==> src/rtl/qsn_deshift_ctrl_len15_if.sv <==
// rtl/qsn_deshift_ctrl_len15_if.sv - handshake and select bus for the QSN de-shift controller
// master drives forward/return requests; slave is the controller returning selects and status.
interface qsn_deshift_ctrl_len15_if;
  logic        fwd_valid;
  logic [3:0]  fwd_shift;
  logic        fwd_ready;
  logic        ret_valid;
  logic        ret_ready;
  logic [3:0]  left_sel;
  logic [3:0]  right_sel;
  logic [13:0] merge_sel;
  logic        sel_valid;
  logic [3:0]  occupancy;
  logic        err_clr;
  logic [2:0]  err_flags;

  modport master (
    output fwd_valid, fwd_shift, ret_valid, err_clr,
    input  fwd_ready, ret_ready, left_sel, right_sel, merge_sel,
           sel_valid, occupancy, err_flags
  );

  modport slave (
    input  fwd_valid, fwd_shift, ret_valid, err_clr,
    output fwd_ready, ret_ready, left_sel, right_sel, merge_sel,
           sel_valid, occupancy, err_flags
  );
endinterface

==> src/rtl/qsn_deshift_ctrl_len15.sv <==
// rtl/qsn_deshift_ctrl_len15.sv - forward-shift factor store and inverse-shift select generator
// Optional sticky error flags are built only when QSN_DESHIFT_ERR_EN is defined.
module qsn_deshift_ctrl_len15 #(
  parameter int PERMUTATION_LENGTH = 15,
  parameter int FIFO_DEPTH         = 8
) (
  input  logic                     sys_clk,
  input  logic                     rstn,
  qsn_deshift_ctrl_len15_if.slave  bus
);

  localparam int         PW      = (FIFO_DEPTH > 1) ? $clog2(FIFO_DEPTH) : 1;
  localparam logic [3:0] DEPTH_L = 4'(FIFO_DEPTH);
  localparam logic [3:0] PL_L    = 4'(PERMUTATION_LENGTH);

  logic [3:0]    r_mem [FIFO_DEPTH];
  logic [PW-1:0] r_wr_ptr;
  logic [PW-1:0] r_rd_ptr;
  logic [3:0]    r_count;
  logic [3:0]    r_left_sel;
  logic [3:0]    r_right_sel;
  logic [13:0]   r_merge_sel;
  logic          r_sel_valid;

  logic          w_fwd_ready;
  logic          w_ret_ready;
  logic          w_push;
  logic          w_pop;
  logic [3:0]    w_s;
  logic          w_s_illegal;
  logic [3:0]    w_s_eff;
  logic [3:0]    w_left;
  logic [13:0]   w_merge;

  // Ready flags look only at registered occupancy, never at the valids.
  assign w_fwd_ready = (r_count < DEPTH_L);
  assign w_ret_ready = (r_count != 4'd0);
  assign w_push      = bus.fwd_valid & w_fwd_ready;
  assign w_pop       = bus.ret_valid & w_ret_ready;

  assign w_s         = r_mem[r_rd_ptr];
  assign w_s_illegal = (w_s >= PL_L);
  assign w_s_eff     = w_s_illegal ? 4'd0 : w_s;

  // right_sel equals s itself; merge keeps the low s bits, which is 0 when r = 0.
  always_comb begin
    w_left  = '0;
    w_merge = '0;
    if (w_s_eff != 4'd0) begin
      w_left = PL_L - w_s_eff;
    end
    for (int i = 0; i < 14; i++) begin
      w_merge[i] = (4'(i) < w_s_eff);
    end
  end

  always_ff @(posedge sys_clk) begin
    if (w_push) begin
      r_mem[r_wr_ptr] <= bus.fwd_shift;
    end
  end

  always_ff @(posedge sys_clk or negedge rstn) begin
    if (!rstn) begin
      r_wr_ptr <= '0;
      r_rd_ptr <= '0;
      r_count  <= '0;
    end else begin
      if (w_push) begin
        r_wr_ptr <= r_wr_ptr + PW'(1);
      end
      if (w_pop) begin
        r_rd_ptr <= r_rd_ptr + PW'(1);
      end
      case ({w_push, w_pop})
        2'b10:   r_count <= r_count + 4'd1;
        2'b01:   r_count <= r_count - 4'd1;
        default: r_count <= r_count;
      endcase
    end
  end

  always_ff @(posedge sys_clk or negedge rstn) begin
    if (!rstn) begin
      r_left_sel  <= '0;
      r_right_sel <= '0;
      r_merge_sel <= '0;
      r_sel_valid <= 1'b0;
    end else begin
      r_sel_valid <= w_pop;
      if (w_pop) begin
        r_left_sel  <= w_left;
        r_right_sel <= w_s_eff;
        r_merge_sel <= w_merge;
      end
    end
  end

`ifdef QSN_DESHIFT_ERR_EN
  logic [2:0] r_err_flags;
  logic [2:0] w_err_set;

  assign w_err_set = {w_pop & w_s_illegal,
                      bus.ret_valid & ~w_ret_ready,
                      bus.fwd_valid & ~w_fwd_ready};

  // A coincident set event wins over the clear.
  always_ff @(posedge sys_clk or negedge rstn) begin
    if (!rstn) begin
      r_err_flags <= '0;
    end else if (bus.err_clr) begin
      r_err_flags <= w_err_set;
    end else begin
      r_err_flags <= r_err_flags | w_err_set;
    end
  end

  assign bus.err_flags = r_err_flags;
`else
  assign bus.err_flags = 3'b000;
`endif

  assign bus.fwd_ready = w_fwd_ready;
  assign bus.ret_ready = w_ret_ready;
  assign bus.left_sel  = r_left_sel;
  assign bus.right_sel = r_right_sel;
  assign bus.merge_sel = r_merge_sel;
  assign bus.sel_valid = r_sel_valid;
  assign bus.occupancy = r_count;

endmodule

==> src/flat_wrapper.sv <==
// flat-port wrapper written by rule: the top's interface ports become plain ports
module qsn_deshift_ctrl_len15_flat 
#(
  parameter int PERMUTATION_LENGTH = 15,
  parameter int FIFO_DEPTH         = 8
)
  (sys_clk, rstn, bus_fwd_valid, bus_fwd_shift, bus_ret_valid, bus_err_clr, bus_fwd_ready, bus_ret_ready, bus_left_sel, bus_right_sel, bus_merge_sel, bus_sel_valid, bus_occupancy, bus_err_flags);
  qsn_deshift_ctrl_len15_if bus_i ();
  input  logic sys_clk;
  input  logic rstn;
  input wire logic [$bits(bus_i.fwd_valid)-1:0] bus_fwd_valid;
  input wire logic [$bits(bus_i.fwd_shift)-1:0] bus_fwd_shift;
  input wire logic [$bits(bus_i.ret_valid)-1:0] bus_ret_valid;
  input wire logic [$bits(bus_i.err_clr)-1:0] bus_err_clr;
  output wire logic [$bits(bus_i.fwd_ready)-1:0] bus_fwd_ready;
  output wire logic [$bits(bus_i.ret_ready)-1:0] bus_ret_ready;
  output wire logic [$bits(bus_i.left_sel)-1:0] bus_left_sel;
  output wire logic [$bits(bus_i.right_sel)-1:0] bus_right_sel;
  output wire logic [$bits(bus_i.merge_sel)-1:0] bus_merge_sel;
  output wire logic [$bits(bus_i.sel_valid)-1:0] bus_sel_valid;
  output wire logic [$bits(bus_i.occupancy)-1:0] bus_occupancy;
  output wire logic [$bits(bus_i.err_flags)-1:0] bus_err_flags;
  assign bus_i.fwd_valid = bus_fwd_valid;
  assign bus_i.fwd_shift = bus_fwd_shift;
  assign bus_i.ret_valid = bus_ret_valid;
  assign bus_i.err_clr = bus_err_clr;
  assign bus_fwd_ready = bus_i.fwd_ready;
  assign bus_ret_ready = bus_i.ret_ready;
  assign bus_left_sel = bus_i.left_sel;
  assign bus_right_sel = bus_i.right_sel;
  assign bus_merge_sel = bus_i.merge_sel;
  assign bus_sel_valid = bus_i.sel_valid;
  assign bus_occupancy = bus_i.occupancy;
  assign bus_err_flags = bus_i.err_flags;
  qsn_deshift_ctrl_len15 #(.PERMUTATION_LENGTH(PERMUTATION_LENGTH), .FIFO_DEPTH(FIFO_DEPTH)) u_core (.sys_clk(sys_clk), .rstn(rstn), .bus(bus_i));
endmodule
==> config.mk <==
export PLATFORM = sky130hd
export DESIGN_NAME = qsn_deshift_ctrl_len15_flat
export DESIGN_NICKNAME = d
export VERILOG_FILES = /design/src/rtl/qsn_deshift_ctrl_len15_if.sv /design/src/rtl/qsn_deshift_ctrl_len15.sv /design/src/flat_wrapper.sv
export SDC_FILE = /design/constraint.sdc
export NUM_CORES = 1
export LEC_CHECK = 0
export CAP_MARGIN = 20
export CORE_MARGIN = 2
export CORE_UTILIZATION = 45
export CTS_BUF_LIST = sky130_fd_sc_hd__clkbuf_8
export CTS_CLUSTER_DIAMETER = 100
export DETAILED_ROUTE_END_ITERATION = 10
export GPL_TIMING_DRIVEN = 0
export HOLD_SLACK_MARGIN = 0.02
export PLACE_DENSITY = 0.73
export SLEW_MARGIN = 20
export SYNTH_ARGS = -nofsm -noshare
export SYNTH_HDL_FRONTEND = slang
export SYNTH_SLANG_ARGS = --single-unit
==> constraint.sdc <==
create_clock -name sys_clk -period 2.7 [get_ports sys_clk]
set_input_delay 0.405 -clock sys_clk [delete_from_list [all_inputs] [get_ports sys_clk]]
set_output_delay 0.405 -clock sys_clk [all_outputs]
set_load 0.03 [all_outputs]
* Word level (Yosys, flattened, before mapping)
Memories as Yosys holds them, arrays and structs flattened.
Cells that the tools add are included.
** Word-level totals
- Register bits after elaboration :: 33
- Latch bits :: 0
- RAM bits :: 32
- ROM bits :: 0
- Input port bits :: 9
- Word-level logic and storage cells :: 41
- Memories :: 1
** Cells by class
- Add/subtract/negate cells :: 5
- $mul :: 0
- Div/mod/pow operators :: 0
- Order comparisons :: 16
- Equality and inequality tests :: 2
- Shifts and indexed selects :: 0
- Multiplexer cells :: 5
- Bitwise gates (word level) :: 2
- Reductions and logical operators :: 3
** Memory list
- u_core.r_mem :: words 8, width 4, rd ports 1, clocked after Yosys merged registers in 0, wr ports 1, line qsn_deshift_ctrl_len15.sv:16 : logic [3:0] r_mem [FIFO_DEPTH];
** Operators with widths (number)
- less-than comparator 4 bit, first input constant :: 6
- less-than comparator 3 x 4 -> 1 bit, first input constant :: 4
- less-than comparator 1 x 4 -> 1 bit, first input constant :: 2
- less-than comparator 2 x 4 -> 1 bit, first input constant :: 2
- two-way mux 4 bit :: 2
- one-hot mux 4 bit (2 select lines) :: 1
- nonzero test 4 bit :: 2
- adder 3 x 1 -> 3 bit, second input constant :: 2
- adder 4 x 1 -> 4 bit, second input constant :: 1
- >= comparator 4 bit, second input constant :: 1
- less-than comparator 4 bit, second input constant :: 1
- subtractor 4 x 1 -> 4 bit, second input constant :: 1
- subtractor 4 bit, first input constant :: 1
- bitwise AND 1 bit :: 2
- equality test 2 x 1 -> 1 bit, second input constant :: 1
- equality test 2 bit, second input constant :: 1
- two-way mux 1 bit :: 2
- nonzero test 2 bit :: 1

* Depth between registers and ports, before layout
An unclocked memory read counts as a cell.
- Depth after elaboration :: 5
- Gate-level depth with buffers :: 10

* Worst setup path after synthesis
OpenSTA, ideal clock, no wires.
- Path kind :: register to register
- From :: register u_core.r_count[0] (netlist: u_core.bus.occupancy[0])
- To :: register u_core.r_count[3] (netlist: u_core.bus.occupancy[3])
- Library setup time :: 132 ps
- Data arrival time :: 2735 ps
- Slack :: -167 ps
- Stages on the path, launching flop included :: 11
- Buffers on the path :: 0
- Period minus slack after synthesis :: 2867 ps
- Cell sequence :: dfrtp_1 -> or4_1 -> nand2_1 -> clkinv_1 -> ha_1 -> ha_1 -> a21o_1 -> a21oi_1 -> xnor2_1 -> nor2_1 -> xnor2_1
** Between the ends
- Word-level cells in the longest chain between the ends :: 4
- Elaborated cells on any way between the ends :: 10
- Those cells by class :: add/sub (2); order compare (1); eq/ne (2); mux (1); bitwise (2); reduce/logical (2)
** Ends and longest elaborated chain
- start: declaration :: line qsn_deshift_ctrl_len15.sv:19 : logic [3:0] r_count;
- start signal: assignment :: line qsn_deshift_ctrl_len15.sv:76 : 2'b10: r_count <= r_count + 4'd1;
- start signal: assignment :: line qsn_deshift_ctrl_len15.sv:77 : 2'b01: r_count <= r_count - 4'd1;
- start signal: assignment :: line qsn_deshift_ctrl_len15.sv:78 : default: r_count <= r_count;
- nonzero test 4 bit * :: line qsn_deshift_ctrl_len15.sv:37 : assign w_ret_ready = (r_count != 4'd0);
- via bus_ret_ready :: line flat_wrapper.sv:16 : output wire logic [$bits(bus_i.ret_ready)-1:0] bus_ret_ready;
- bitwise AND 1 bit * :: line qsn_deshift_ctrl_len15.sv:39 : assign w_pop = bus.ret_valid & w_ret_ready;
- via u_core.w_pop :: line qsn_deshift_ctrl_len15.sv:28 : logic w_pop;
- equality test 2 x 1 -> 1 bit or equality test 2 bit (tied branches) :: line qsn_deshift_ctrl_len15.sv:75 : case ({w_push, w_pop})
- one-hot mux 4 bit (2 select lines) or nonzero test 2 bit (tied branches)
The timed path passes the listed nets; every way through them passes the cells marked *.
A chain may end at the register's enable or synchronous reset.

* Worst setup path after layout
- From :: register u_core.r_count[3] (netlist: u_core.bus.occupancy[3])
- To :: register u_core.r_count[3] (netlist: u_core.bus.occupancy[3])
** Between the ends
- Word-level cells in the longest chain between the ends :: 4
- Elaborated cells on any way between the ends :: 10
- Those cells by class :: add/sub (2); order compare (1); eq/ne (2); mux (1); bitwise (2); reduce/logical (2)
** Ends and longest elaborated chain (line)
- nonzero test 4 bit * :: qsn_deshift_ctrl_len15.sv:37
- bitwise AND 1 bit * :: qsn_deshift_ctrl_len15.sv:39
- via u_core.w_pop :: qsn_deshift_ctrl_len15.sv:28
- equality test 2 x 1 -> 1 bit or equality test 2 bit (tied branches) :: qsn_deshift_ctrl_len15.sv:75
- one-hot mux 4 bit (2 select lines) or nonzero test 2 bit (tied branches)
Marks and branches as above.

==> flow_summary.ini <==
[timing]
holdWs_ns = 0.130
finalCritPeriodShare_pct = 92.1
setup_ws_ns = 0.213
final.setup.tns_ns = 0
rsz0062_at_grt = no
setup_viol_count_final = 0
drv_slew = 0
timing.fmax_mhz = 402
hold_viol_final = 0
max_slew_margin_pct = 50.7
layout_min_cycle_time_ns = 2.49
fin_skew_ns = 0.00646
worstMarginPinSlew_ns = 0.740

[placed_design]
port_buffers = 36
hpwl_mm = 3.46
dp_slack_ns = -0.0676
gp_congestion = 0.724

[setup_path]
cp_slowest_stage_delay_ns = 0.54
critPathMaxFanout = 10
ff2ff_setup_slack_ns = 0.21
cp-end-kind = register
crit_path_start = u_core.bus.occupancy[3]
r2r-end = u_core.bus.occupancy[3]
critPathCapture = u_core.bus.occupancy[3]
path_cells = or4_4 > nand2_1 > inv_4 > ha_1 > ha_1 > a21o_1 > a21oi_1 > xnor2_1 > nor2_1 > xnor2_1
path_buf_inv = 1
r2r-start = u_core.bus.occupancy[3]
cp.required_ns = 2.92
path_delay_family = simple AND/OR/NAND/NOR gates
worstSetupStartpointType = register
crit_slowest_cell = or4_4
crit_arrival_ns = 2.70
cp.depth = 10
critical_path_class = register to register
r2r_cells = 10

[die]
pin_count = 41
start_util_pct = 47.3
core-area_um2 = 5990
die_y_um = 83.4
die_w_um = 83.4
die_area_um2 = 6950
num_rows = 28

[layout]
drive_gt1_share_pct = 22.0
final_cell_mix = clkdlybuf4s50_1, nand2_1, edfxtp_1
nFillCells = 475
diodes = 0
syn_to_final_growth_pct = 24.2
layout_commonest_cell = clkdlybuf4s50_1
layout.nets = 269

[pwr]
leakage_nw = 1.38
powerDensity_nw_per_um2 = 1360
ir_drop_uv = 762

[clocking]
cts_tree = built
cts_buffer_depth = 2
path_clk_slew_ns = 0.07
insertion_delay_ns = 0.33
clock_sinks = 64
post-cts-setup-buffers = 0
cts-root-buf = clkbuf_8
htreeDepth = 3
cts_buffers = 9

[route]
ant_nets = 0
drc = 0
drtIter0Drc = 71
routed_wl_mm = 5.00
via_per_inst = 5.02
vias = 1678
wl_per_cell_um = 15.0
dr.pass1.iters = 5

[yosys]
ys_seq_area_share_pct = 62.1
syn_avg_cell_area_um2 = 13.8
synth_cell_types = 40
yosys_warnings = 0
synth.largest_area_cell = edfxtp_1
yosysTopAreaCellShare_pct = 33.9
ys_seq_elements = 64
syn_area_um2 = 2840
syn-instance-count = 205
synthTopCellsByArea = edfxtp_1, dfrtp_1, mux4_2

[global_routing]
grt_pass1_wl_mm = 8.52
grt-ovfl-total = 0
antenna_found_initial = 0
grt_pass1_vias = 1707
grt_start_max_net_pins = 33
track_usage_pct = 15.9

[job]
drv_cap = 0

[worst_hold_path]
hold_path.class = input port to asynchronous set/reset pin

[status]
outcome = finished clean
## synthesized netlist by cell type, drive strengths merged
cell / instances
a21oi: 4
xnor2: 8
nor2: 12
mux2i: 3
ha: 5
nand2: 35
inv: 5
nand2b: 4
xor2: 2
or4: 1
dfrtp: 32
a31o: 1
clkbuf: 1
o221ai: 1
clkinv: 1
nor2b: 1
a21o: 3
edfxtp: 32
a211oi: 1
mux2: 4
mux4: 8
and2: 1
o21ai: 7
nor3: 6
fa: 1
o211ai: 1
conb: 1
buf: 12
o31ai: 12
## final cells by class
class / instances / area, µm² / area share [%]
flip-flops and latches: 64 / 1760 / 50.1
plain buffers: 13 / 93.8 / 2.67
multi-input cells: 124 / 968 / 27.5
well taps: 75 / 93.8 / 2.67
clock inverters: 7 / 96.3 / 2.74
repair buffers: 36 / 355 / 10.1
clock buffers: 9 / 124 / 3.52
inverters: 6 / 25.0 / 0.711
## stage by stage
step	cells	power, mW	util (%)	area, µm²
after floorplan	207	3.21	-	2850
after global placement	318	3.86	55.1	3300
after detailed placement	318	3.91	55.1	3300
after CTS	334	4.83	58.8	3520
after global routing	334	5.08	58.8	3520
final	334	4.78	58.8	3520
## repair_timing
| item | 4_1_cts | 5_1_grt |
|---|---|---|
| gates resized for setup | 1 | 1 |
| hold buffers | 0 | 0 |
| endpoints found under the setup margin | 1 | 1 |
## report_power, final
group	leakage [nW]	internal, mW	total [mW]	switching (mW)
clock network	0.103	0.519	0.895	0.376
registers	0.677	1.32	1.49	0.171
logic	0.597	1.04	2.39	1.35
total	1.38	2.88	4.78	1.90
## registers in the layout, indices dropped and copies added (netlist names)
signal / cells
u_core.r_mem: 32
u_core.bus.merge_sel: 14
u_core.bus.left_sel: 4
u_core.bus.occupancy: 4
u_core.bus.right_sel: 3
u_core.r_rd_ptr: 3
u_core.r_wr_ptr: 3
u_core.bus.sel_valid: 1
## how the worst min path moves through the flow
stage                                  from                  endpoint  slack, ns  cells after the start
detailed placement  u_core.bus.merge_sel[4]   u_core.bus.merge_sel[4]       0.47                      2
CTS                                    rstn  u_core.bus.merge_sel[12]       0.14                      1
global placement    u_core.bus.right_sel[1]   u_core.bus.right_sel[1]       0.45                      2
global route                           rstn   u_core.bus.right_sel[1]       0.16                      1
floorplan                              rstn    u_core.bus.left_sel[0]       0.11                      0
finish                                 rstn   u_core.bus.merge_sel[2]       0.13                      1
## routing by layer
| metal | wire length, µm | GRT usage, % | vias to the layer above |
|---|---|---|---|
| met2 | 2440 | 25.1 | 34 |
| met4 | 68 | 6.26 | 0 |
| met3 | 244 | 5.47 | 6 |
| met5 | 0 | 0 | - |
| li1 | - | - | 825 |
| met1 | 2240 | 20.3 | 813 |
## cells by family after synthesis
logic type               share of synthesized area, %
AO/OA/AOI/OAI                                    7.55
XOR/XNOR                                         3.09
adder cells (fa/ha/maj)                          2.91
buffers and inverters                            4.10
flip-flops                                       62.1
multiplexers                                     10.1
other                                           0.132
AND/OR/NAND/NOR                                  9.93
No activity file was read; power rests on OpenSTA's default activity.
